<file path="src/rtl/regfile_mp_pkg.sv">
// regfile_mp_pkg: shared constants and types for the multi-port register file.
//   DATA_W_DEF / ADDR_W_DEF / NRD_DEF : default parameter values
//   REG_ZERO                           : the hardwired-zero register address
//   wr_req_t                           : one writeback request {we, wa, wd}
//                                        at the default widths
package regfile_mp_pkg;

  localparam int DATA_W_DEF = 32;
  localparam int ADDR_W_DEF = 5;
  localparam int NRD_DEF    = 2;

  localparam int REG_ZERO = 0;

  typedef struct packed {
    logic                  we;
    logic [ADDR_W_DEF-1:0] wa;
    logic [DATA_W_DEF-1:0] wd;
  } wr_req_t;

endpackage

</file>
<file path="src/rtl/regfile_mp_if.sv">
// regfile_mp_if: bus between decode/writeback (master) and the register
// file (slave).
//   ra/rd/rrdy         : NRD packed read ports
//   we0/wa0/wd0        : ALU writeback port
//   we1/wa1/wd1        : load writeback port
//   alloc_en/alloc_a   : mark a destination register busy
//   busy_any           : OR of all registered busy bits
//   dbg_a/dbg_d/wr_cnt : debug read and write counter, only when
//                        REGFILE_MP_DBG_EN is defined
interface regfile_mp_if #(
  parameter int DATA_W = 32,
  parameter int ADDR_W = 5,
  parameter int NRD    = 2
);

  logic [NRD*ADDR_W-1:0] ra;
  logic [NRD*DATA_W-1:0] rd;
  logic [NRD-1:0]        rrdy;
  logic                  we0;
  logic [ADDR_W-1:0]     wa0;
  logic [DATA_W-1:0]     wd0;
  logic                  we1;
  logic [ADDR_W-1:0]     wa1;
  logic [DATA_W-1:0]     wd1;
  logic                  alloc_en;
  logic [ADDR_W-1:0]     alloc_a;
  logic                  busy_any;

`ifdef REGFILE_MP_DBG_EN
  logic [ADDR_W-1:0]     dbg_a;
  logic [DATA_W-1:0]     dbg_d;
  logic [31:0]           wr_cnt;

  modport master (
    output ra, we0, wa0, wd0, we1, wa1, wd1, alloc_en, alloc_a, dbg_a,
    input  rd, rrdy, busy_any, dbg_d, wr_cnt
  );

  modport slave (
    input  ra, we0, wa0, wd0, we1, wa1, wd1, alloc_en, alloc_a, dbg_a,
    output rd, rrdy, busy_any, dbg_d, wr_cnt
  );
`else
  modport master (
    output ra, we0, wa0, wd0, we1, wa1, wd1, alloc_en, alloc_a,
    input  rd, rrdy, busy_any
  );

  modport slave (
    input  ra, we0, wa0, wd0, we1, wa1, wd1, alloc_en, alloc_a,
    output rd, rrdy, busy_any
  );
`endif

endinterface

</file>
<file path="src/rtl/regfile_mp_rdport.sv">
// regfile_mp_rdport: one combinational read port with write-to-read bypass.
//   ra     : read address
//   stored : registered contents of entry ra
//   busy   : registered busy bit of entry ra
//   we*/wa*/wd* : both writeback ports, for bypass and readiness
//   rd     : operand value
//   rrdy   : operand valid (zero register, not busy, or bypassed now)
module regfile_mp_rdport
  import regfile_mp_pkg::*;
#(
  parameter int DATA_W = DATA_W_DEF,
  parameter int ADDR_W = ADDR_W_DEF
) (
  input  logic [ADDR_W-1:0] ra,
  input  logic [DATA_W-1:0] stored,
  input  logic              busy,
  input  logic              we0,
  input  logic [ADDR_W-1:0] wa0,
  input  logic [DATA_W-1:0] wd0,
  input  logic              we1,
  input  logic [ADDR_W-1:0] wa1,
  input  logic [DATA_W-1:0] wd1,
  output logic [DATA_W-1:0] rd,
  output logic              rrdy
);

  logic is_zero;
  logic hit0;
  logic hit1;

  assign is_zero = (ra == ADDR_W'(REG_ZERO));
  assign hit0    = we0 && (wa0 == ra);
  assign hit1    = we1 && (wa1 == ra);

  // Port 1 (load) is checked first so it wins a same-address collision,
  // matching what storage will hold after the edge.
  always_comb begin
    rd = stored;
    if (is_zero)   rd = '0;
    else if (hit1) rd = wd1;
    else if (hit0) rd = wd0;
  end

  assign rrdy = is_zero || !busy || hit0 || hit1;

endmodule

</file>
<file path="src/rtl/regfile_mp.sv">
// regfile_mp: parametrised multi-port register file with dual writeback,
// write-to-read bypass and a per-register busy scoreboard.
//   clk : clock, all state updates on the rising edge
//   rst : synchronous active-low reset
//   bus : regfile_mp_if.slave (read ports, two write ports, alloc, busy_any)
// Optional: define REGFILE_MP_DBG_EN to add a non-bypassed debug read
// (dbg_a/dbg_d) and a committed-write counter (wr_cnt) on the interface.
module regfile_mp
  import regfile_mp_pkg::*;
#(
  parameter int DATA_W = DATA_W_DEF,
  parameter int ADDR_W = ADDR_W_DEF,
  parameter int NRD    = NRD_DEF
) (
  input  logic          clk,
  input  logic          rst,
  regfile_mp_if.slave   bus
);

  localparam int DEPTH = 2 ** ADDR_W;

  // Entry 0 is reset to zero and never written, so it always reads 0.
  logic [DATA_W-1:0] mem [DEPTH];
  logic [DEPTH-1:0]  busy;

  logic wr0_ok;
  logic wr1_ok;

  assign wr0_ok = bus.we0 && (bus.wa0 != ADDR_W'(REG_ZERO));
  assign wr1_ok = bus.we1 && (bus.wa1 != ADDR_W'(REG_ZERO));

  // Port 1 is written after port 0 so it wins a same-address collision.
  always_ff @(posedge clk) begin
    if (!rst) begin
      for (int k = 0; k < DEPTH; k++) mem[k] <= '0;
    end else begin
      if (wr0_ok) mem[bus.wa0] <= bus.wd0;
      if (wr1_ok) mem[bus.wa1] <= bus.wd1;
    end
  end

  // Alloc takes priority over a same-cycle write: the newly issued
  // producer is still pending. Bit 0 stays clear forever.
  always_ff @(posedge clk) begin
    if (!rst) begin
      busy <= '0;
    end else begin
      for (int k = 1; k < DEPTH; k++) begin
        if (bus.alloc_en && (bus.alloc_a == ADDR_W'(k)))
          busy[k] <= 1'b1;
        else if ((bus.we0 && (bus.wa0 == ADDR_W'(k))) ||
                 (bus.we1 && (bus.wa1 == ADDR_W'(k))))
          busy[k] <= 1'b0;
      end
    end
  end

  assign bus.busy_any = |busy;

  for (genvar i = 0; i < NRD; i++) begin : g_rd
    logic [ADDR_W-1:0] ra_i;
    assign ra_i = bus.ra[i*ADDR_W +: ADDR_W];

    regfile_mp_rdport #(
      .DATA_W (DATA_W),
      .ADDR_W (ADDR_W)
    ) u_rdport (
      .ra     (ra_i),
      .stored (mem[ra_i]),
      .busy   (busy[ra_i]),
      .we0    (bus.we0),
      .wa0    (bus.wa0),
      .wd0    (bus.wd0),
      .we1    (bus.we1),
      .wa1    (bus.wa1),
      .wd1    (bus.wd1),
      .rd     (bus.rd[i*DATA_W +: DATA_W]),
      .rrdy   (bus.rrdy[i])
    );
  end

`ifdef REGFILE_MP_DBG_EN
  logic [31:0] wr_cnt_q;
  logic [1:0]  wr_inc;

  // A same-address collision commits only one value, so it counts once.
  always_comb begin
    wr_inc = {1'b0, wr0_ok} + {1'b0, wr1_ok};
    if (wr0_ok && wr1_ok && (bus.wa0 == bus.wa1)) wr_inc = 2'd1;
  end

  always_ff @(posedge clk) begin
    if (!rst) wr_cnt_q <= '0;
    else      wr_cnt_q <= wr_cnt_q + 32'(wr_inc);
  end

  assign bus.wr_cnt = wr_cnt_q;
  assign bus.dbg_d  = mem[bus.dbg_a];
`endif

endmodule

</file>
<file path="src/flat_wrapper.sv">
// flat-port wrapper written by rule: the top's interface ports become plain ports
module regfile_mp_flat import regfile_mp_pkg::*;
#(
  parameter int DATA_W = DATA_W_DEF,
  parameter int ADDR_W = ADDR_W_DEF,
  parameter int NRD    = NRD_DEF
)
  (clk, rst, bus_ra, bus_we0, bus_wa0, bus_wd0, bus_we1, bus_wa1, bus_wd1, bus_alloc_en, bus_alloc_a, bus_rd, bus_rrdy, bus_busy_any);
  regfile_mp_if #(.DATA_W(DATA_W), .ADDR_W(ADDR_W), .NRD(NRD)) bus_i ();
  input  logic clk;
  input  logic rst;
  input wire logic [$bits(bus_i.ra)-1:0] bus_ra;
  input wire logic [$bits(bus_i.we0)-1:0] bus_we0;
  input wire logic [$bits(bus_i.wa0)-1:0] bus_wa0;
  input wire logic [$bits(bus_i.wd0)-1:0] bus_wd0;
  input wire logic [$bits(bus_i.we1)-1:0] bus_we1;
  input wire logic [$bits(bus_i.wa1)-1:0] bus_wa1;
  input wire logic [$bits(bus_i.wd1)-1:0] bus_wd1;
  input wire logic [$bits(bus_i.alloc_en)-1:0] bus_alloc_en;
  input wire logic [$bits(bus_i.alloc_a)-1:0] bus_alloc_a;
  output wire logic [$bits(bus_i.rd)-1:0] bus_rd;
  output wire logic [$bits(bus_i.rrdy)-1:0] bus_rrdy;
  output wire logic [$bits(bus_i.busy_any)-1:0] bus_busy_any;
  assign bus_i.ra = bus_ra;
  assign bus_i.we0 = bus_we0;
  assign bus_i.wa0 = bus_wa0;
  assign bus_i.wd0 = bus_wd0;
  assign bus_i.we1 = bus_we1;
  assign bus_i.wa1 = bus_wa1;
  assign bus_i.wd1 = bus_wd1;
  assign bus_i.alloc_en = bus_alloc_en;
  assign bus_i.alloc_a = bus_alloc_a;
  assign bus_rd = bus_i.rd;
  assign bus_rrdy = bus_i.rrdy;
  assign bus_busy_any = bus_i.busy_any;
  regfile_mp #(.DATA_W(DATA_W), .ADDR_W(ADDR_W), .NRD(NRD)) u_core (.clk(clk), .rst(rst), .bus(bus_i));
endmodule
</file>
<file path="config.mk">
export PLATFORM = sky130hd
export DESIGN_NAME = regfile_mp_flat
export DESIGN_NICKNAME = d
export VERILOG_FILES = /design/src/rtl/regfile_mp_pkg.sv /design/src/rtl/regfile_mp_if.sv /design/src/rtl/regfile_mp_rdport.sv /design/src/rtl/regfile_mp.sv /design/src/flat_wrapper.sv
export SDC_FILE = /design/constraint.sdc
export NUM_CORES = 2
export LEC_CHECK = 0
export CAP_MARGIN = 0
export CELL_PAD_IN_SITES_DETAIL_PLACEMENT = 1
export CELL_PAD_IN_SITES_GLOBAL_PLACEMENT = 2
export CORE_ASPECT_RATIO = 1.75
export CORE_MARGIN = 3
export CORE_UTILIZATION = 49
export CTS_CLUSTER_DIAMETER = 50
export CTS_CLUSTER_SIZE = 12
export DETAILED_ROUTE_END_ITERATION = 10
export PLACE_DENSITY = 0.87
export SYNTH_ARGS = -nofsm -noshare
export SYNTH_HDL_FRONTEND = slang
export SYNTH_SLANG_ARGS = --single-unit
</file>
<file path="constraint.sdc">
create_clock -name clk -period 12.9 [get_ports clk]
set_clock_uncertainty 0.2 [all_clocks]
set_input_delay 3.225 -clock clk [delete_from_list [all_inputs] [get_ports clk]]
set_output_delay 3.225 -clock clk [all_outputs]
set_load 0.02 [all_outputs]
</file>
* Word level (Yosys, flattened, before mapping)
Memory sizes are Yosys's and may differ from the RTL's. Cells that the tools add are included.
Word-level totals: bits in writable memories 1024, bits in registers 31, memories 1, input port bits 94
Memories:
- u_core.mem | depth 32, width 32, rd ports 2, clocked after memory_dff 0, wr ports 32, RTL line regfile_mp.sv:23 | logic [DATA_W-1:0] mem [DEPTH];
Cells by class: reduce and logical (&&, ||, !) cells 176, multiplexer cells 85, $lt $le $gt $ge 2, equal/unequal tests 97
Operators by type and width (count):
- $mux W32 | 8
- $eq A5 B5 Y1 const B | 48
- $eq A5 B4 Y1 const B | 24
- $logic_and A1 B1 Y1 | 99
- $mux W1 | 73
- $reduce_or A32 Y1 | 2
- $reduce_bool A2 Y1 | 31
- $eq A5 B3 Y1 const B | 12
- $logic_or A1 B1 Y1 | 37
- $reduce_or A31 Y1 | 1
- $eq A5 B2 Y1 const B | 6
- $eq A5 B5 Y1 | 4
- $eq A5 B1 Y1 const B | 3
- $lt A5 B6 Y1 const B | 2
- $bmux W1 S5 | 2
- $logic_not A5 Y1 | 2
- $mux W5 | 2
- $reduce_bool A5 Y1 | 2
- $logic_not A1 Y1 | 2

* Logic depth before layout (Yosys ltp)
depth in word-level cells 7, mapped depth 10, depth with buffers taken out 5

* Cells and area by module
Synthesis repeated with hierarchy kept, for this count alone.
Second synthesis, totals: cell total of the unflattened synthesis 4972, area total of the unflattened synthesis 62810.2 sq um
By module, submodules not included:
- regfile_mp | cells an instance 4616, area each 60245.3 sq um, times used 1
- regfile_mp_rdport | cells an instance 178, area each 1282.5 sq um, times used 2

* Worst setup path before layout
Ideal clock, no wire load.
path type in2out, start in bus_ra[6], end out bus_rd[35], cell stages on the path 8, slack 4270 ps, data arrival time 5205 ps, cells stage by stage buf_2 buf_4 buf_2 clkbuf_1 mux4_2 a211oi_1 a21oi_1 a221o_1
On the way: word-level cells in the longest chain between the ends 5, elaborated cells on any way between the ends 9, those cells by class eq/ne: 2; mux: 3; reduce/logical: 3; memory: 1
RTL lines:
- start: declaration | RTL line flat_wrapper.sv:12 | input wire logic [$bits(bus_i.ra)-1:0] bus_ra;
- parallel branches: the longest is 4 deep, another holds $mem_v2 Z32 W32
- $mux W32 (*) | RTL line regfile_mp_rdport.sv:39 | if (is_zero) rd = '0;
- end: declaration | RTL line flat_wrapper.sv:21 | output wire logic [$bits(bus_i.rd)-1:0] bus_rd;
Every way passes the cells marked *.

* Worst setup path in the final report
start in bus_wa0[0], end out bus_rd[8]
On the way: word-level cells in the longest chain between the ends 5
RTL lines:
- start: declaration | RTL line flat_wrapper.sv:14 | input wire logic [$bits(bus_i.wa0)-1:0] bus_wa0;
- $eq A5 B5 Y1 | RTL line regfile_mp_rdport.sv:32 | assign hit0 = we0 && (wa0 == ra);
- $logic_and A1 B1 Y1 | RTL line regfile_mp_rdport.sv:32
- $mux W32 | RTL line regfile_mp_rdport.sv:41 | else if (hit0) rd = wd0;
- $mux W32 | RTL line regfile_mp_rdport.sv:40 | else if (hit1) rd = wd1;
- $mux W32 | RTL line regfile_mp_rdport.sv:39
Every way passes these cells.

==> results.json <==
{
  "rsz0062_at_grt": "false",
  "max_freq_mhz": 85.7,
  "yosysWarnings": 0,
  "rows": 170,
  "path_common_cell": "clkdlybuf4s50_1",
  "grt.busiest_layer": "met2",
  "timing.final.crit_share_pct": 90.4,
  "post_route_cells_drive_above_1_share_pct": 20.1,
  "outcome": "finished with violations",
  "dp.cells": 5695,
  "ys_seq_area_share_pct": 51.3,
  "setup_violations": 0,
  "power_density_mw_per_mm2": 123,
  "path_clk_slew_ns": 0.06,
  "cts.path.max_buffers": 3,
  "instances_no_fill": 5839,
  "grt_use_met2_pct": 65.1,
  "drv_cap": 1,
  "reg2regPathDepth": 2,
  "syn_to_final_growth_pct": 9.69,
  "r2r-start": "u_core.busy[28]",
  "netlist_instances": 4382,
  "die_y_um": 473,
  "crit_arrival_ns": 8.24,
  "synth.distinct_cells": 58,
  "via_count": 49800,
  "crit_type": "input pin to output pin",
  "critical_path_buf_inv_count": 2,
  "io_buffer_count": 160,
  "grt_max_degree": 98,
  "routedWlPerCell_um": 47.6,
  "slew_viol_final": 0,
  "worstMarginPinSlew_ns": 1.50,
  "max_stage_delay_ns": 1.30,
  "synth-seq-cells": 1055,
  "routed_wl_um": 278000,
  "fp.coreArea_mm2": 0.123,
  "grt_pass1_vias": 52100,
  "grt_usage_pct": 42.5,
  "die_w_um": 273,
  "end_kind": "output pin",
  "cts_tree": "built",
  "grtUsageMet3_pct": 14.7,
  "cp_num_cells": 7,
  "hp-class": "flip-flop to flip-flop",
  "htreeDepth": 3,
  "die-area_mm2": 0.129,
  "crit_start": "bus_wa0[0]",
  "cts_setup_buffers": 0,
  "syn_area_mm2": 0.0611,
  "grt_pass1_wl_um": 385000,
  "hold_start": "u_core.busy[16]",
  "root_buffer": "clkbuf_16",
  "met1_usage_pct": 46.0,
  "clk_latency_ns": 0.74,
  "num-fill-cells": 11500,
  "reg2reg_slack_ns": 11.88,
  "drt_iter0_markers": 8456,
  "drtAntennaViolNets": 0,
  "antenna_found_initial": 11,
  "drt-pass1-iter-count": 9,
  "cp_top_family": "simple AND/OR/NAND/NOR gates",
  "numCtsBuffers": 103,
  "drc": 0,
  "layout.nets": 4260,
  "synth_flop_cell": "edfxtp_1",
  "rr_endpoint": "u_core.busy[28]",
  "cp.required_ns": 9.47,
  "finalSetupTns_ns": 0,
  "total_power_uw": 8220,
  "crit_chain": "clkdlybuf4s50_1 > xor2_1 > nor4_1 > and3_2 > nand2b_2 > o21ai_1 > clkdlybuf4s50_1",
  "cts_num_sinks": 1055,
  "gr-total-overflow": 0,
  "p_leak_uw": 0.0227,
  "syn_avg_cell_area_um2": 13.9,
  "crit_end": "bus_rd[8]",
  "pin_count": 161,
  "startpoint_type": "input pin",
  "ctsHoldBuffers": 0,
  "critPathMaxFanout": 35,
  "start_util_pct": 49.6,
  "finalWorstSetupSlack_ns": 1.23,
  "hold_viol": 0,
  "final_util_pct": 54.4,
  "maxSlewHeadroom_pct": 0.129,
  "place_ws_ns": 1.52,
  "hpwl_um": 152000,
  "period_needed_ns": 11.67,
  "ctsResizeCount": 0,
  "synthArstFlopShare_pct": 0,
  "synth_edf_count": 1024,
  "cp_slowest_cell": "nand2b_2",
  "gp_congestion": 0.896,
  "violations": "capacitance limit",
  "max-vdd-ir-drop_mv": 0.114,
  "vias_per_cell": 8.52
}
-- per-layer routing --
metal | vias to the layer above | routed length (µm)
met2 | 5039 | 126000
met4 | 4 | 31800
li1 | 18000 | -
met1 | 25000 | 82200
met5 | - | 27
met3 | 1786 | 38600
-- power breakdown --
group          leakage (µW)  switching, µW  internal (µW)
combinational        0.0113            807            483
clock               0.00139           1350           1490
sequential           0.0100            114           3970
total                0.0227           2270           5940
-- cell families (layout without fill, tap and decap cells) --
kind of cell | count (synthesis) | after routing | share of synthesized area [%]
AO/OA/AOI/OAI | 1577 | 1577 | 21.5
AND/OR/NAND/NOR | 340 | 340 | 2.84
buffers and inverters | 726 | 507 | 4.85
XOR/XNOR | 20 | 20 | 0.287
multiplexers | 663 | 663 | 19.2
flip-flops | 1055 | 1055 | 51.3
other | 1 | 43 | 0.00614
-- worst register-to-register path, delay by kind of cell, from the launching register on --
kind	cells	cell delay, ns
AO/OA/AOI/OAI	1	0.25
flip-flops	1	0.34
AND/OR/NAND/NOR	1	0.09
-- placed cells by master (no fill, tap or decap), types with 55 or more instances in the layout --
cell | synthesis | routed
a22o_1 | 1053 | 1053
edfxtp_1 | 1024 | 1024
mux4_2 | 406 | 406
mux2i_1 | 254 | 254
buf_4 | 16 | 205
clkdlybuf4s50_1 | 0 | 153
a211oi_1 | 124 | 124
clkbuf_16 | 0 | 105
a22oi_1 | 85 | 85
nand2_1 | 81 | 81
o22ai_1 | 63 | 63
o221ai_1 | 62 | 62
nor2_1 | 96 | 55
-- layout make-up --
| cell class | instances | area [µm²] | share of cell area (%) |
|---|---|---|---|
| clock buffer | 114 | 2670 | 3.98 |
| multi-input combinational | 2632 | 27400 | 40.9 |
| clock inverter | 19 | 188 | 0.280 |
| tap | 1634 | 2040 | 3.05 |
| inverter | 2 | 8.76 | 0.0131 |
| antenna | 11 | 27.5 | 0.0411 |
| timing repair buffer | 372 | 3320 | 4.95 |
| sequential | 1055 | 31400 | 46.8 |
-- synth_stat cells (3+ instances only) --
cell | count | share of area [%]
o221ai_1 | 62 | 0.89
nor4_1 | 11 | 0.11
and3_1 | 46 | 0.47
edfxtp_1 | 1024 | 50
xor2_1 | 12 | 0.17
nand3b_1 | 20 | 0.25
buf_2 | 85 | 0.70
nand2b_1 | 13 | 0.13
dfxtp_1 | 31 | 1.0
clkbuf_1 | 534 | 3.3
buf_4 | 16 | 0.20
nand2_1 | 81 | 0.50
buf_1 | 79 | 0.49
nor3_1 | 16 | 0.13
nor4_2 | 3 | 0.061
mux4_2 | 406 | 15
mux2_2 | 3 | 0.055
a22oi_1 | 85 | 1.0
a21o_1 | 31 | 0.38
nor3b_1 | 4 | 0.049
xnor2_1 | 8 | 0.11
a21oi_1 | 34 | 0.28
mux2i_1 | 254 | 4.2
a211oi_1 | 124 | 1.5
o22ai_1 | 63 | 0.64
nand4_1 | 3 | 0.031
nor2_1 | 96 | 0.59
nor4b_1 | 4 | 0.057
nand3_1 | 15 | 0.12
a22o_1 | 1053 | 15
a221o_1 | 32 | 0.52
o211ai_1 | 4 | 0.049
o21ai_1 | 29 | 0.24
and2_1 | 6 | 0.061
nor2b_1 | 10 | 0.10
buf_6 | 10 | 0.18
a32oi_1 | 49 | 0.70
-- flip-flops by register name (all words and copies together) (netlist names) --
name and cells:
u_core.mem 1024, u_core.busy 31
-- worst min-delay path by stage --
stage | endpoint | slack, ns | depth (start not counted)
after floorplan | u_core.busy[16] | 0.27 | 2
after global placement | u_core.busy[16] | 0.30 | 2
after detailed placement | u_core.busy[16] | 0.33 | 2
after CTS | u_core.busy[16] | 0.34 | 2
after global routing | u_core.busy[16] | 0.40 | 2
final | u_core.busy[16] | 0.36 | 2
-- per-stage QoR --
stage / cell area (µm²) / hold slack, ns
2_1_floorplan: 61200 / 0.266
3_3_place_gp: 64200 / 0.302
3_5_place_dp: 64200 / 0.335
4_1_cts: 67000 / 0.343
5_1_grt: 67000 / 0.400
6_report: 67000 / 0.355
(Power assumes the default switching activity.)
